$ cat src/rtl/load_store_unit_pkg.sv
// Shared definitions for the load/store unit.
// - LSU_XLEN: data and address width (only 32 is supported).
// - F3_*: RISC-V funct3 codes for the access size and sign.
// - lsu_state_e: FSM state encodings.
// - lsu_req_t: request fields latched when a request is accepted.
// - req_err(): the illegal-funct3 and misalignment check, done before any memory access.
package load_store_unit_pkg;

  localparam int LSU_XLEN = 32;

  localparam logic [2:0] F3_B  = 3'b000;  // LB / SB
  localparam logic [2:0] F3_H  = 3'b001;  // LH / SH
  localparam logic [2:0] F3_W  = 3'b010;  // LW / SW
  localparam logic [2:0] F3_BU = 3'b100;  // LBU
  localparam logic [2:0] F3_HU = 3'b101;  // LHU

  typedef enum logic [2:0] {
    S_IDLE,
    S_LD_RD,
    S_LD_CAP,
    S_ST_RD,
    S_ST_MRG,
    S_ST_WR,
    S_RSP,
    S_ERR_RSP
  } lsu_state_e;

  // Only what the later states still need: the size code, the byte lane and
  // the sub-word store data. SW data goes straight to mem_wdata on accept.
  typedef struct packed {
    logic [2:0]  funct3;
    logic [1:0]  lane;
    logic [15:0] wdata;
  } lsu_req_t;

  function automatic logic req_err(input logic       store,
                                   input logic [2:0] funct3,
                                   input logic [1:0] lane);
    logic legal;
    logic misaligned;
    if (store) legal = (funct3 == F3_B) || (funct3 == F3_H) || (funct3 == F3_W);
    else       legal = (funct3 == F3_B) || (funct3 == F3_H) || (funct3 == F3_W) ||
                       (funct3 == F3_BU) || (funct3 == F3_HU);
    // funct3[1:0] is the size for every legal code: 00 byte, 01 half, 10 word.
    misaligned = ((funct3[1:0] == 2'b01) && lane[0]) ||
                 ((funct3[1:0] == 2'b10) && (lane != 2'b00));
    return !legal || misaligned;
  endfunction

endpackage

$ cat src/rtl/load_store_unit_if.sv
// Bus bundle around the load/store unit.
// - Request channel from EX: req_valid/req_ready, req_store, req_funct3,
//   req_addr, req_wdata.
// - Response channel back to EX: resp_valid/resp_ready, resp_rdata, resp_err.
// - data_mem port: mem_read, mem_write, mem_addr (word index), mem_wdata,
//   mem_rdata.
// Modports:
// - slave: the load/store unit's view.
// - master: the surrounding system (EX stage plus data_mem).
interface load_store_unit_if;
  import load_store_unit_pkg::*;

  logic                req_valid;
  logic                req_ready;
  logic                req_store;
  logic [2:0]          req_funct3;
  logic [LSU_XLEN-1:0] req_addr;
  logic [LSU_XLEN-1:0] req_wdata;

  logic                resp_valid;
  logic                resp_ready;
  logic [LSU_XLEN-1:0] resp_rdata;
  logic                resp_err;

  logic                mem_read;
  logic                mem_write;
  logic [LSU_XLEN-1:0] mem_addr;
  logic [LSU_XLEN-1:0] mem_wdata;
  logic [LSU_XLEN-1:0] mem_rdata;

  modport slave (
    input  req_valid, req_store, req_funct3, req_addr, req_wdata, resp_ready, mem_rdata,
    output req_ready, resp_valid, resp_rdata, resp_err,
           mem_read, mem_write, mem_addr, mem_wdata
  );

  modport master (
    output req_valid, req_store, req_funct3, req_addr, req_wdata, resp_ready, mem_rdata,
    input  req_ready, resp_valid, resp_rdata, resp_err,
           mem_read, mem_write, mem_addr, mem_wdata
  );

endinterface

$ cat src/rtl/load_store_unit_align.sv
// Combinational lane logic for the load/store unit.
// - funct3: access size and sign.
// - lane: byte address bits [1:0].
// - rdata: word read from data_mem.
// - wdata: store data; only the low byte or halfword is used.
// - load_data: selected lane, sign- or zero-extended for loads.
// - merged: rdata with the store byte or halfword replaced at the lane.
module load_store_unit_align
  import load_store_unit_pkg::*;
(
  input  logic [2:0]          funct3,
  input  logic [1:0]          lane,
  input  logic [LSU_XLEN-1:0] rdata,
  input  logic [15:0]         wdata,
  output logic [LSU_XLEN-1:0] load_data,
  output logic [LSU_XLEN-1:0] merged
);

  logic [7:0]  ld_byte;
  logic [15:0] ld_half;

  always_comb begin
    // NOTE: every output of this block gets a default before any branch, so
    // no path can leave one unassigned and infer a latch.
    ld_byte   = rdata[7:0];
    ld_half   = lane[1] ? rdata[31:16] : rdata[15:0];
    load_data = rdata;
    merged    = rdata;

    case (lane)
      2'd1:    ld_byte = rdata[15:8];
      2'd2:    ld_byte = rdata[23:16];
      2'd3:    ld_byte = rdata[31:24];
      default: ld_byte = rdata[7:0];
    endcase

    case (funct3)
      F3_B:    load_data = {{24{ld_byte[7]}}, ld_byte};
      F3_BU:   load_data = {24'h0, ld_byte};
      F3_H:    load_data = {{16{ld_half[15]}}, ld_half};
      F3_HU:   load_data = {16'h0, ld_half};
      default: load_data = rdata;
    endcase

    if (funct3[1:0] == 2'b00) begin
      case (lane)
        2'd1:    merged[15:8]  = wdata[7:0];
        2'd2:    merged[23:16] = wdata[7:0];
        2'd3:    merged[31:24] = wdata[7:0];
        default: merged[7:0]   = wdata[7:0];
      endcase
    end else if (lane[1]) begin
      merged[31:16] = wdata;
    end else begin
      merged[15:0] = wdata;
    end
  end

endmodule

$ cat src/rtl/load_store_unit.sv
// Load/store unit: initiator-side controller for the word-wide data_mem.
// - clk: rising-edge clock.
// - rst_n: synchronous, active-low reset.
// - bus (slave modport): the request/response channels to EX and the
//   data_mem strobe/address/data port.
// Accepts one request at a time and checks it before touching memory.
// Loads are read, captured and extended. SW is written directly. SB/SH run a
// read-modify-write. Exactly one response is returned per accepted request.
module load_store_unit
  import load_store_unit_pkg::*;
#(
  parameter int XLEN = LSU_XLEN
) (
  input  logic              clk,
  input  logic              rst_n,
  load_store_unit_if.slave  bus
);

  lsu_state_e      state;
  lsu_req_t        req_q;
  logic            accept;
  logic            err;
  logic [XLEN-1:0] load_data;
  logic [XLEN-1:0] merged;

  assign bus.req_ready = (state == S_IDLE) && rst_n;
  assign accept        = bus.req_valid && bus.req_ready;
  assign err           = req_err(bus.req_store, bus.req_funct3, bus.req_addr[1:0]);

  // Strobes decode straight from the state register. They are gated by rst_n
  // so that a reset in flight silences memory in the same cycle.
  assign bus.mem_read  = rst_n && ((state == S_LD_RD) || (state == S_ST_RD));
  assign bus.mem_write = rst_n && (state == S_ST_WR);

  load_store_unit_align u_align (
    .funct3    (req_q.funct3),
    .lane      (req_q.lane),
    .rdata     (bus.mem_rdata),
    .wdata     (req_q.wdata),
    .load_data (load_data),
    .merged    (merged)
  );

  // NOTE: all state in this block uses non-blocking assignments, so every
  // register samples the values from before the edge.
  always_ff @(posedge clk) begin
    if (!rst_n) begin
      // NOTE: the request latch is reset too, even though nothing reads it
      // in IDLE. This keeps the whole datapath deterministic after reset.
      state          <= S_IDLE;
      req_q          <= '0;
      bus.resp_valid <= 1'b0;
      bus.resp_rdata <= '0;
      bus.resp_err   <= 1'b0;
      bus.mem_addr   <= '0;
      bus.mem_wdata  <= '0;
    end else begin
      case (state)
        S_IDLE: begin
          if (accept) begin
            req_q.funct3   <= bus.req_funct3;
            req_q.lane     <= bus.req_addr[1:0];
            req_q.wdata    <= bus.req_wdata[15:0];
            bus.mem_addr   <= {2'b00, bus.req_addr[XLEN-1:2]};
            bus.resp_rdata <= '0;
            bus.resp_err   <= err;
            if (err) begin
              bus.resp_valid <= 1'b1;
              state          <= S_ERR_RSP;
            end else if (!bus.req_store) begin
              state <= S_LD_RD;
            end else if (bus.req_funct3 == F3_W) begin
              bus.mem_wdata <= bus.req_wdata;
              state         <= S_ST_WR;
            end else begin
              state <= S_ST_RD;
            end
          end
        end
        S_LD_RD:  state <= S_LD_CAP;
        S_LD_CAP: begin
          bus.resp_rdata <= load_data;
          bus.resp_valid <= 1'b1;
          state          <= S_RSP;
        end
        S_ST_RD:  state <= S_ST_MRG;
        S_ST_MRG: begin
          bus.mem_wdata <= merged;
          state         <= S_ST_WR;
        end
        S_ST_WR: begin
          bus.resp_valid <= 1'b1;
          state          <= S_RSP;
        end
        S_RSP, S_ERR_RSP: begin
          // The response registers hold until the consumer takes them.
          if (bus.resp_ready) begin
            bus.resp_valid <= 1'b0;
            bus.mem_addr   <= '0;
            state          <= S_IDLE;
          end
        end
        default: state <= S_IDLE;
      endcase
    end
  end

endmodule

$ cat src/flat_wrapper.sv
// flat-port wrapper written by rule: the top's interface ports become plain ports
module load_store_unit_flat import load_store_unit_pkg::*;
#(
  parameter int XLEN = LSU_XLEN
)
  (clk, rst_n, bus_req_valid, bus_req_store, bus_req_funct3, bus_req_addr, bus_req_wdata, bus_resp_ready, bus_mem_rdata, bus_req_ready, bus_resp_valid, bus_resp_rdata, bus_resp_err, bus_mem_read, bus_mem_write, bus_mem_addr, bus_mem_wdata);
  load_store_unit_if bus_i ();
  input  logic clk;
  input  logic rst_n;
  input wire logic [$bits(bus_i.req_valid)-1:0] bus_req_valid;
  input wire logic [$bits(bus_i.req_store)-1:0] bus_req_store;
  input wire logic [$bits(bus_i.req_funct3)-1:0] bus_req_funct3;
  input wire logic [$bits(bus_i.req_addr)-1:0] bus_req_addr;
  input wire logic [$bits(bus_i.req_wdata)-1:0] bus_req_wdata;
  input wire logic [$bits(bus_i.resp_ready)-1:0] bus_resp_ready;
  input wire logic [$bits(bus_i.mem_rdata)-1:0] bus_mem_rdata;
  output wire logic [$bits(bus_i.req_ready)-1:0] bus_req_ready;
  output wire logic [$bits(bus_i.resp_valid)-1:0] bus_resp_valid;
  output wire logic [$bits(bus_i.resp_rdata)-1:0] bus_resp_rdata;
  output wire logic [$bits(bus_i.resp_err)-1:0] bus_resp_err;
  output wire logic [$bits(bus_i.mem_read)-1:0] bus_mem_read;
  output wire logic [$bits(bus_i.mem_write)-1:0] bus_mem_write;
  output wire logic [$bits(bus_i.mem_addr)-1:0] bus_mem_addr;
  output wire logic [$bits(bus_i.mem_wdata)-1:0] bus_mem_wdata;
  assign bus_i.req_valid = bus_req_valid;
  assign bus_i.req_store = bus_req_store;
  assign bus_i.req_funct3 = bus_req_funct3;
  assign bus_i.req_addr = bus_req_addr;
  assign bus_i.req_wdata = bus_req_wdata;
  assign bus_i.resp_ready = bus_resp_ready;
  assign bus_i.mem_rdata = bus_mem_rdata;
  assign bus_req_ready = bus_i.req_ready;
  assign bus_resp_valid = bus_i.resp_valid;
  assign bus_resp_rdata = bus_i.resp_rdata;
  assign bus_resp_err = bus_i.resp_err;
  assign bus_mem_read = bus_i.mem_read;
  assign bus_mem_write = bus_i.mem_write;
  assign bus_mem_addr = bus_i.mem_addr;
  assign bus_mem_wdata = bus_i.mem_wdata;
  load_store_unit #(.XLEN(XLEN)) u_core (.clk(clk), .rst_n(rst_n), .bus(bus_i));
endmodule
$ cat config.mk
export PLATFORM = sky130hd
export DESIGN_NAME = load_store_unit_flat
export DESIGN_NICKNAME = d
export VERILOG_FILES = /design/src/rtl/load_store_unit_pkg.sv /design/src/rtl/load_store_unit_if.sv /design/src/rtl/load_store_unit_align.sv /design/src/rtl/load_store_unit.sv /design/src/flat_wrapper.sv
export SDC_FILE = /design/constraint.sdc
export NUM_CORES = 1
export LEC_CHECK = 0
export ABC_CLOCK_PERIOD_IN_PS = 5000
export CAP_MARGIN = 20
export CORE_ASPECT_RATIO = 0.7
export CORE_UTILIZATION = 25
export DETAILED_ROUTE_END_ITERATION = 8
export PLACE_DENSITY = 0.53
export SYNTH_ARGS = -nofsm -noshare
export SYNTH_HDL_FRONTEND = slang
export SYNTH_SLANG_ARGS = --single-unit
$ cat constraint.sdc
create_clock -name clk -period 5 [get_ports clk]
set_clock_uncertainty 0.05 [all_clocks]
set_input_delay 1 -clock clk [delete_from_list [all_inputs] [get_ports clk]]
set_output_delay 1 -clock clk [all_outputs]
set_load 0.01 [all_outputs]
Yosys cells after proc, flatten, opt, wreduce, memory -nomap -nowiden:

Index checks and enable logic that the tools add are counted.

* mux-type cells: 31
* equality and inequality tests: 25
* reduce and logical (&&, ||, !) cells: 32

Operators by type and width (number)
* 2-to-1 mux 32 bit: 8
* one-hot mux 32 bit (2 select lines): 3
* one-hot mux 32 bit (4 select lines): 1
* 2-to-1 mux 16 bit: 3
* 2-to-1 mux 8 bit: 4
* == test 3 bit, second input constant: 8
* one-hot mux 8 bit (3 select lines): 1
* one-hot mux 3 bit (6 select lines): 1
* 2-to-1 mux 3 bit: 5
* == test 3 x 1 -> 1 bit, second input constant: 3
* == test 3 x 2 -> 1 bit, second input constant: 3
* logical NOT 3 bit: 3
* inequality test 2 bit, second input constant: 4
* nonzero test 2 bit: 4
* logical OR 1 bit: 7
* == test 2 bit, second input constant: 3
* logical AND 1 bit: 6
* AND reduction 2 bit: 3
* AND reduction 5 bit: 1
* == test 2 x 1 -> 1 bit, second input constant: 2
* 2-to-1 mux 1 bit: 4
* inequality test 2 x 1 -> 1 bit, second input constant: 2
* AND reduction 4 bit: 1
* OR reduction 2 bit: 2
* 6 further kinds: 6

* register bits: 122
* input bits: 104
* word-level logic and storage cells: 97

Logic depth before layout (Yosys ltp):

Gate-level depths: netlist (run 1).

* depth in word-level cells: 11
* gate-level depth with buffers: 8
* mapped depth without buffers: 6

Hierarchy:

Synthesis (run 1) repeated with hierarchy kept, for this count alone.

* cell total of the unflattened synthesis: 656
* area total of the unflattened synthesis: 6083.3 um^2

Modules (own cells, without submodules)
* load_store_unit: sequential area each 2402.3 um^2, area an instance 4754.6 um^2, cells an instance 501, instances 1
* load_store_unit_align: sequential area each 0.0 um^2, area an instance 1328.8 um^2, cells an instance 155, instances 1

Worst setup path before layout (run 1):

OpenSTA, ideal clock, no wires.

* path kind: input to output
* start: in rst_n
* end: out bus_mem_write
* path slack: 1.960 ns
* data required time: 3.950 ns
* cell stages on the path: 4
* arrival time: 1.990 ns
* path buffers: 3
* cell sequence: clkbuf_1 > clkbuf_1 > clkbuf_1 > and3_1

* cells in the longest elaborated chain, start to end: 1

Ends and longest elaborated chain
* from (decl): line flat_wrapper.sv:9 `input logic rst_n;`
* logical AND 1 bit: line load_store_unit.sv:33 `assign bus.mem_write = rst_n && (state == S_ST_WR);`
* to (decl): line flat_wrapper.sv:22 `output wire logic [$bits(bus_i.mem_write)-1:0] bus_mem_write;`

Every way passes these cells.

Worst setup path in the final report (run 1):

Same ends and word-level chain as after synthesis.

==> results of run 1 <==
==> routing by layer <==
metal | global-route usage (%) | vias to the layer above | share of wire [%]
met3 | 3.77 | 23 | 6.0
met1 | 26.9 | 2739 | 51
met4 | 5.83 | 0 | 1.5
met2 | 25.4 | 214 | 41
li1 | - | 2850 | -
met5 | 0 | - | 0
==> how the worst min path moves through the flow <==
stage | start | to | slack (ps) | cells past startpoint
2_1_floorplan | u_core.req_q[20] | u_core.req_q[20] | 390 | 2
4_1_cts | u_core.bus.resp_rdata[7] | u_core.bus.resp_rdata[7] | 390 | 2
5_1_grt | u_core.bus.resp_rdata[7] | u_core.bus.resp_rdata[7] | 400 | 2
3_5_place_dp | u_core.bus.resp_rdata[7] | u_core.bus.resp_rdata[7] | 390 | 2
6_report | u_core.bus.resp_rdata[3] | u_core.bus.resp_rdata[3] | 400 | 2
3_3_place_gp | u_core.bus.resp_rdata[3] | u_core.bus.resp_rdata[3] | 380 | 2
==> cell families after synthesis <==
group	Yosys count	share of synthesized area (%)
AOI/OAI and AO/OA	220	26.0
adders and majority gates	2	0.429
buffers and inverters	73	5.83
DFF	120	41.2
muxes	25	4.52
other	1	0.0643
and+or+nand+nor	262	22.0
==> metrics by stage <==
| stage | cells | power [mW] | util, % |
|---|---|---|---|
| 5_1_grt | 1194 | 4.42 | 37.8 |
| 6_report | 1195 | 4.18 | 37.8 |
| 2_1_floorplan | 704 | 2.25 | - |
| 3_5_place_dp | 1160 | 2.91 | 35.1 |
| 4_1_cts | 1192 | 4.21 | 37.7 |
| 3_3_place_gp | 1160 | 2.91 | 35.1 |
==> cell type report <==
cell class | count | area, sq um
fill | 2343 | 14200
timing repair buffer | 210 | 2090
clock buffer | 18 | 429
inverter | 8 | 30.0
clock inverter | 14 | 174
multi-input combinational | 511 | 3100
sequential | 120 | 2400
tap | 312 | 390
antenna | 2 | 5.00
==> sequential cells by signal, indices dropped and copies added, names as in the netlist <==
| signal | count |
|---|---|
| u_core.bus.mem_addr | 30 |
| u_core.bus.mem_wdata | 32 |
| u_core.bus.resp_err | 1 |
| u_core.bus.resp_rdata | 32 |
| u_core.bus.resp_valid | 1 |
| u_core.req_q | 21 |
| u_core.state | 3 |
==> where the power goes <==
| part | internal [mW] | total, mW | switching [mW] |
|---|---|---|---|
| Combinational | 0.708 | 1.56 | 0.852 |
| Sequential | 1.17 | 1.35 | 0.178 |
| Clock | 0.787 | 1.27 | 0.484 |
==> cell usage in the layout, fill, tap and decap left out, types with 2 or more instances in the layout <==
cell and n:
o2111ai_1 16, bufinv_16 3, o21ai_0 39, nor2_1 35
or3b_1 2, nor3_1 3, ha_1 2, or3_1 8
a221o_1 7, and3_1 3, clkinv_2 3, a22o_1 17
nor3b_1 3, a21oi_1 21, and2_1 5, conb_1 2
clkinv_4 5, nand2_1 133, buf_4 8, nand3b_1 30
o221ai_1 24, o21ai_1 31, diode_2 2, a32oi_1 3
a21boi_1 9, inv_6 2, a31oi_1 9, a21boi_0 27
mux2i_1 23, dfxtp_1 120, nor2b_1 16, clkdlybuf4s50_1 201
a22oi_1 2, inv_1 7, clkbuf_16 17, nand2b_1 18
o21a_1 2
==> tightest hold or removal path: stages (launching register included) <==
cell and delay, ps:
dfxtp_1 310, nand2_1 50, nand2_1 40
==> run summary, run 1 <==
status: finished clean
setup slack after placement: 1420 ps
worst-path cell chain: buf_4 > and3_1 > clkdlybuf4s50_1
Pwr Density: 484 nW/um^2
Cell variety after synth: 54
syn_area_per_cell: 8.30 sq um
Synth top cells by count: 133 x nand2_1, 120 x dfxtp_1, 39 x o21ai_0
most common cell in the synthesized netlist: nand2_1
Post-DP Area: 8000 sq um
post-synthesis register bit count: 120
Root Driver: clkbuf_16
Routed Antenna Nets: 0
post-CTS sizing: 0
# clock sinks: 120
ys async rst share: 0%
Clock Pin Slew Worst Setup and Hold Paths: 60 ps
antenna violations before repair: 1
Final TNS setup: 0 ps
worst rel slew slack: 27.4%
Final Hold Fails: 0
Yosys top cell by area: dfxtp_1
Post-Route WL: 21700 microns
# setup viols final: 0
RSZ-0062 raised after global routing: no
die area: 24000 sq um
CTS tree: yes
max cap viols: 0
Total GRT Usage: 18.0%
CP Data Arrival Time: 2330 ps
CP bufs+invs: 2
worst setup path startpoint: rst_n
setup bufs post-CTS: 0
largest net degree at the start of global routing: 76
worst reg2reg path depth: 6
max incr delay on CP: 530 ps
synthesized netlist cell count: 703
top cells by area, synth: dfxtp_1 41%, nand2_1 8.6%, mux2i_1 3.9%
share of the synthesized area in the top cell type: 41.2%
Starting Density: 25.6%
H-tree depth: 4
reg-to-reg critical path endpoint: u_core.bus.mem_addr[12]
max-slew violation count: 0
Top Family by Delay on Critical Path: buffers and inverters
peak supply drop: 0.291 mV
worst min-delay path class: register to register
hpwl dp: 15600 microns
hold buffers post-CTS: 0
number of clock buffers inserted by TritonCTS: 17
number of global-route vias before repair: 5496
worst r2r src: u_core.state[1]
DR pass1 iterations: 5
Seq/Total Area, Yosys: 41.2%
fin area: 8630 sq um
DR vias/cell: 4.88
Placeable Area: 22800 sq um
die height: 130 microns
Post-synth EDFFs: 0
first-pass GRT wire length: 32500 microns
fin crit share: 67.5%
Critical Path RT: 3950 ps
worst-path fanout max: 69
Worst setup EP type: primary output
clock latency on the worst-skew pair: 420 ps
DRC viols: 0
routability cong.: 0.817
Remaining Overflow, GRT: 0
initial DRC count: 456
Crit. path cell count: 3
I/O Buffers: 202
via count: 5826
Syn Std Cell Area: 5840 sq um
row cnt: 46
WHS: 396 ps
reg2reg setup slack: 2250 ps
WL per Instance: 18.2 microns
startpoint types: input port
final worst slack: 1620 ps
share of cells above drive strength 1: 5.68%
synth-to-layout area growth: 47.8%
measured slew at the worst slew-check pin: 1090 ps
Yosys warning count: 0
Critical Path End: bus_mem_write
CTS max path bufs: 2
Crit-path slowest cell: clkdlybuf4s50_1
ys flop type: dfxtp_1
IO Count: 205
WS Path Type: input port to primary output
f_max: 296 MHz
die span in x: 185 microns
final layout net count: 974
leakage: 2.99 nW
Period minus WS final: 3380 ps
No activity file was read; power rests on OpenSTA's default activity.
==> run 2, diff against run 1 <==
Settings changed: ABC_CLOCK_PERIOD_IN_PS 5000 to 3550.
Clock period 5 ns to 3.55 ns, I/O delays scaled along.
==> run 2 against run 1 <==
  * Setup slack lost 920 ps
  * Wire length shrank 0.78%
  * Non-clock buffer count grew 8
  * Sequential power grew 40%
  * Utilization grew 0.18 points
  * Sequential cell count is the same
  * Count of clock-buffer cells in the layout grew 4
  * First-iteration DRC count grew 23%
  * Combinational power grew 45%
  * Final area grew 0.48%
  * Via count shrank 0.14%
  * Hold slack gained 1.1 ps
  * Critical endpoint unchanged
==> run summary, run 2 (synthesis gave the netlist of run 1 again) <==
peak supply drop: 0.397 mV (+36%)
number of global-route vias before repair: 5356 (-2.5%)
IO Count: 205 (unchanged)
initial DRC count: 561 (+23%)
I/O Buffers: 202 (unchanged)
max cap viols: 0 (unchanged)
post-CTS sizing: 0 (unchanged)
worst-path fanout max: 12 (-83%)
overall power: 5.86 mW (+40%)
CP Data Arrival Time: 2080 ps (-250 ps)
worst min-delay path class: register to register
final layout net count: 982 (+0.82%)
largest net degree at the start of global routing: 65 (-14%)
CP bufs+invs: 1 (-1)
share of cells above drive strength 1: 6.20% (+0.53 points)
Starting Density: 25.6% (unchanged)
NetSw: 2.10 mW (+38%)
worst reg2reg path depth: 6 (unchanged)
via count: 5818 (-0.14%)
f_max: 352 MHz
die height: 130 microns (unchanged)
commonest cells after routing, fill and taps aside: 201 x clkdlybuf4s50_1, 133 x nand2_1, 120 x dfxtp_1
H-tree depth: 4 (unchanged)
hold buffers post-CTS: 0 (unchanged)
Crit-path slowest cell: dfxtp_1
setup bufs post-CTS: 0 (unchanged)
WL per Instance: 17.9 microns (-1.3%)
Pwr Density: 676 nW/um^2 (+39%)
row cnt: 46 (unchanged)
cell-internal power: 3.76 mW (+41%)
# setup viols final: 0 (unchanged)
sw frac: 35.8% (-0.42 points)
synth-to-layout area growth: 48.5%
Total GRT Usage: 17.9% (-0.10 points)
worst-path cell chain: nor2b_1 > and3_1 > clkdlybuf4s50_1
Reg power frac: 32.2% (about the same)
clock latency on the worst-skew pair: 410 ps (about the same)
Clock power frac: 29.2% (-1.2 points)
HP Start: u_core.bus.resp_rdata[7]
startpoint types: register
# clock sinks: 120 (unchanged)
Final TNS setup: 0 ps (unchanged)
Routed Antenna Nets: 0 (unchanged)
Clock Pin Slew Worst Setup and Hold Paths: 60 ps (about the same)
RSZ-0062 raised after global routing: no
worst r2r src: u_core.state[0]
Comb pwr share: 38.6% (+1.3 points)
number of clock buffers inserted by TritonCTS: 17 (unchanged)
max incr delay on CP: 650 ps (+120 ps)
WHS Path Cells: 2 (unchanged)
Root Driver: clkbuf_16
reg2reg setup slack: 950 ps (-1300 ps)
Critical Path RT: 2790 ps (-1160 ps)
hpwl dp: 15600 microns (-0.32%)
Post-Route WL: 21500 microns (-0.78%)
CTS tree: yes
reg-to-reg critical path endpoint: u_core.bus.mem_wdata[1]
status: finished clean
DR pass1 iterations: 5 (unchanged)
die span in x: 185 microns (unchanged)
first-pass GRT wire length: 32100 microns (-1.3%)
commonest non-fill, non-tap cell in the layout: clkdlybuf4s50_1
fin crit share: 80.1%
Placeable Area: 22800 sq um (unchanged)
max-slew violation count: 0 (unchanged)
DRC viols: 0 (unchanged)
die area: 24000 sq um (unchanged)
measured slew at the worst slew-check pin: 1050 ps (-38.5 ps)
Worst setup EP type: primary output
WS Path Type: register to primary output
antenna violations before repair: 2 (+1)
leakage: 3.01 nW (+0.78%)
Remaining Overflow, GRT: 0 (unchanged)
Top Family by Delay on Critical Path: flip-flops
routability cong.: 0.807 (-1.2%)
Final Hold Fails: 0 (unchanged)
biggest regs: u_core.bus.mem_wdata (32), u_core.bus.resp_rdata (32), u_core.bus.mem_addr (30)
hold endpoint: u_core.bus.resp_rdata[7]
CTS max path bufs: 2 (unchanged)
Period minus WS final: 2840 ps
worst rel slew slack: 29.9% (+2.6 points)
DR vias/cell: 4.84 (-0.64%)
==> run 2: worst max path at each step <==
stage                         start                 endpoint  slack, ps  cells past startpoint
floorplan                     rst_n            bus_mem_write       1090                      4
global route        u_core.state[0]            bus_mem_write        550                      3
global placement      bus_req_valid  u_core.bus.mem_wdata[9]        790                      7
CTS                 u_core.state[0]            bus_req_ready        680                      3
detailed placement    bus_req_valid  u_core.bus.mem_wdata[1]        740                      7
finish              u_core.state[0]            bus_mem_write        710                      3
==> run 2: power groups by stage <==
stage	clock [mW]	sequential, mW	combinational [mW]
2_1_floorplan	0	1.93	1.23
3_5_place_dp	0	1.91	2.25
4_1_cts	1.75	1.89	2.26
6_report	1.71	1.89	2.26
5_1_grt	1.82	1.93	2.47
3_3_place_gp	0	1.91	2.25
==> run 2: layout make-up <==
cell class / instances / area [sq um]
Inverter: 8 / 30.0
Sequential cell: 120 / 2400
Multi-Input combinational cell: 511 / 3100
Clock inverter: 8 / 97.6
Fill cell: 2357 / 14100
Clock buffer: 22 / 474
Antenna cell: 2 / 5.00
Tap cell: 312 / 390
Timing Repair Buffer: 218 / 2160
==> run 2: metal layers <==
metal / vias to the layer above / GRT usage (%) / share of wire (%)
li1: 2866 / - / -
met5: - / 0 / 0
met1: 2724 / 27.2 / 51
met4: 0 / 5.30 / 1.4
met3: 22 / 4.13 / 6.2
met2: 206 / 24.7 / 41
==> run 2: metrics by stage <==
stage,cell area [sq um],utilization (%),instances,hold WS (ps),setup slack (ps)
finish,8670,38.0,1201,397,707
global placement,8090,35.5,1169,382,786
global route,8670,38.0,1201,416,553
CTS,8660,38.0,1199,400,681
floorplan,5840,-,704,386,1090
detailed placement,8090,35.5,1169,391,737
==> run 2: worst register-to-register path: stages, from the launching register on <==
cell and delay (ps):
dfxtp_1 650, or3b_1 900, buf_4 330, nor2_1 60, mux2i_1 250, o2111ai_1 180
o21ai_1 140
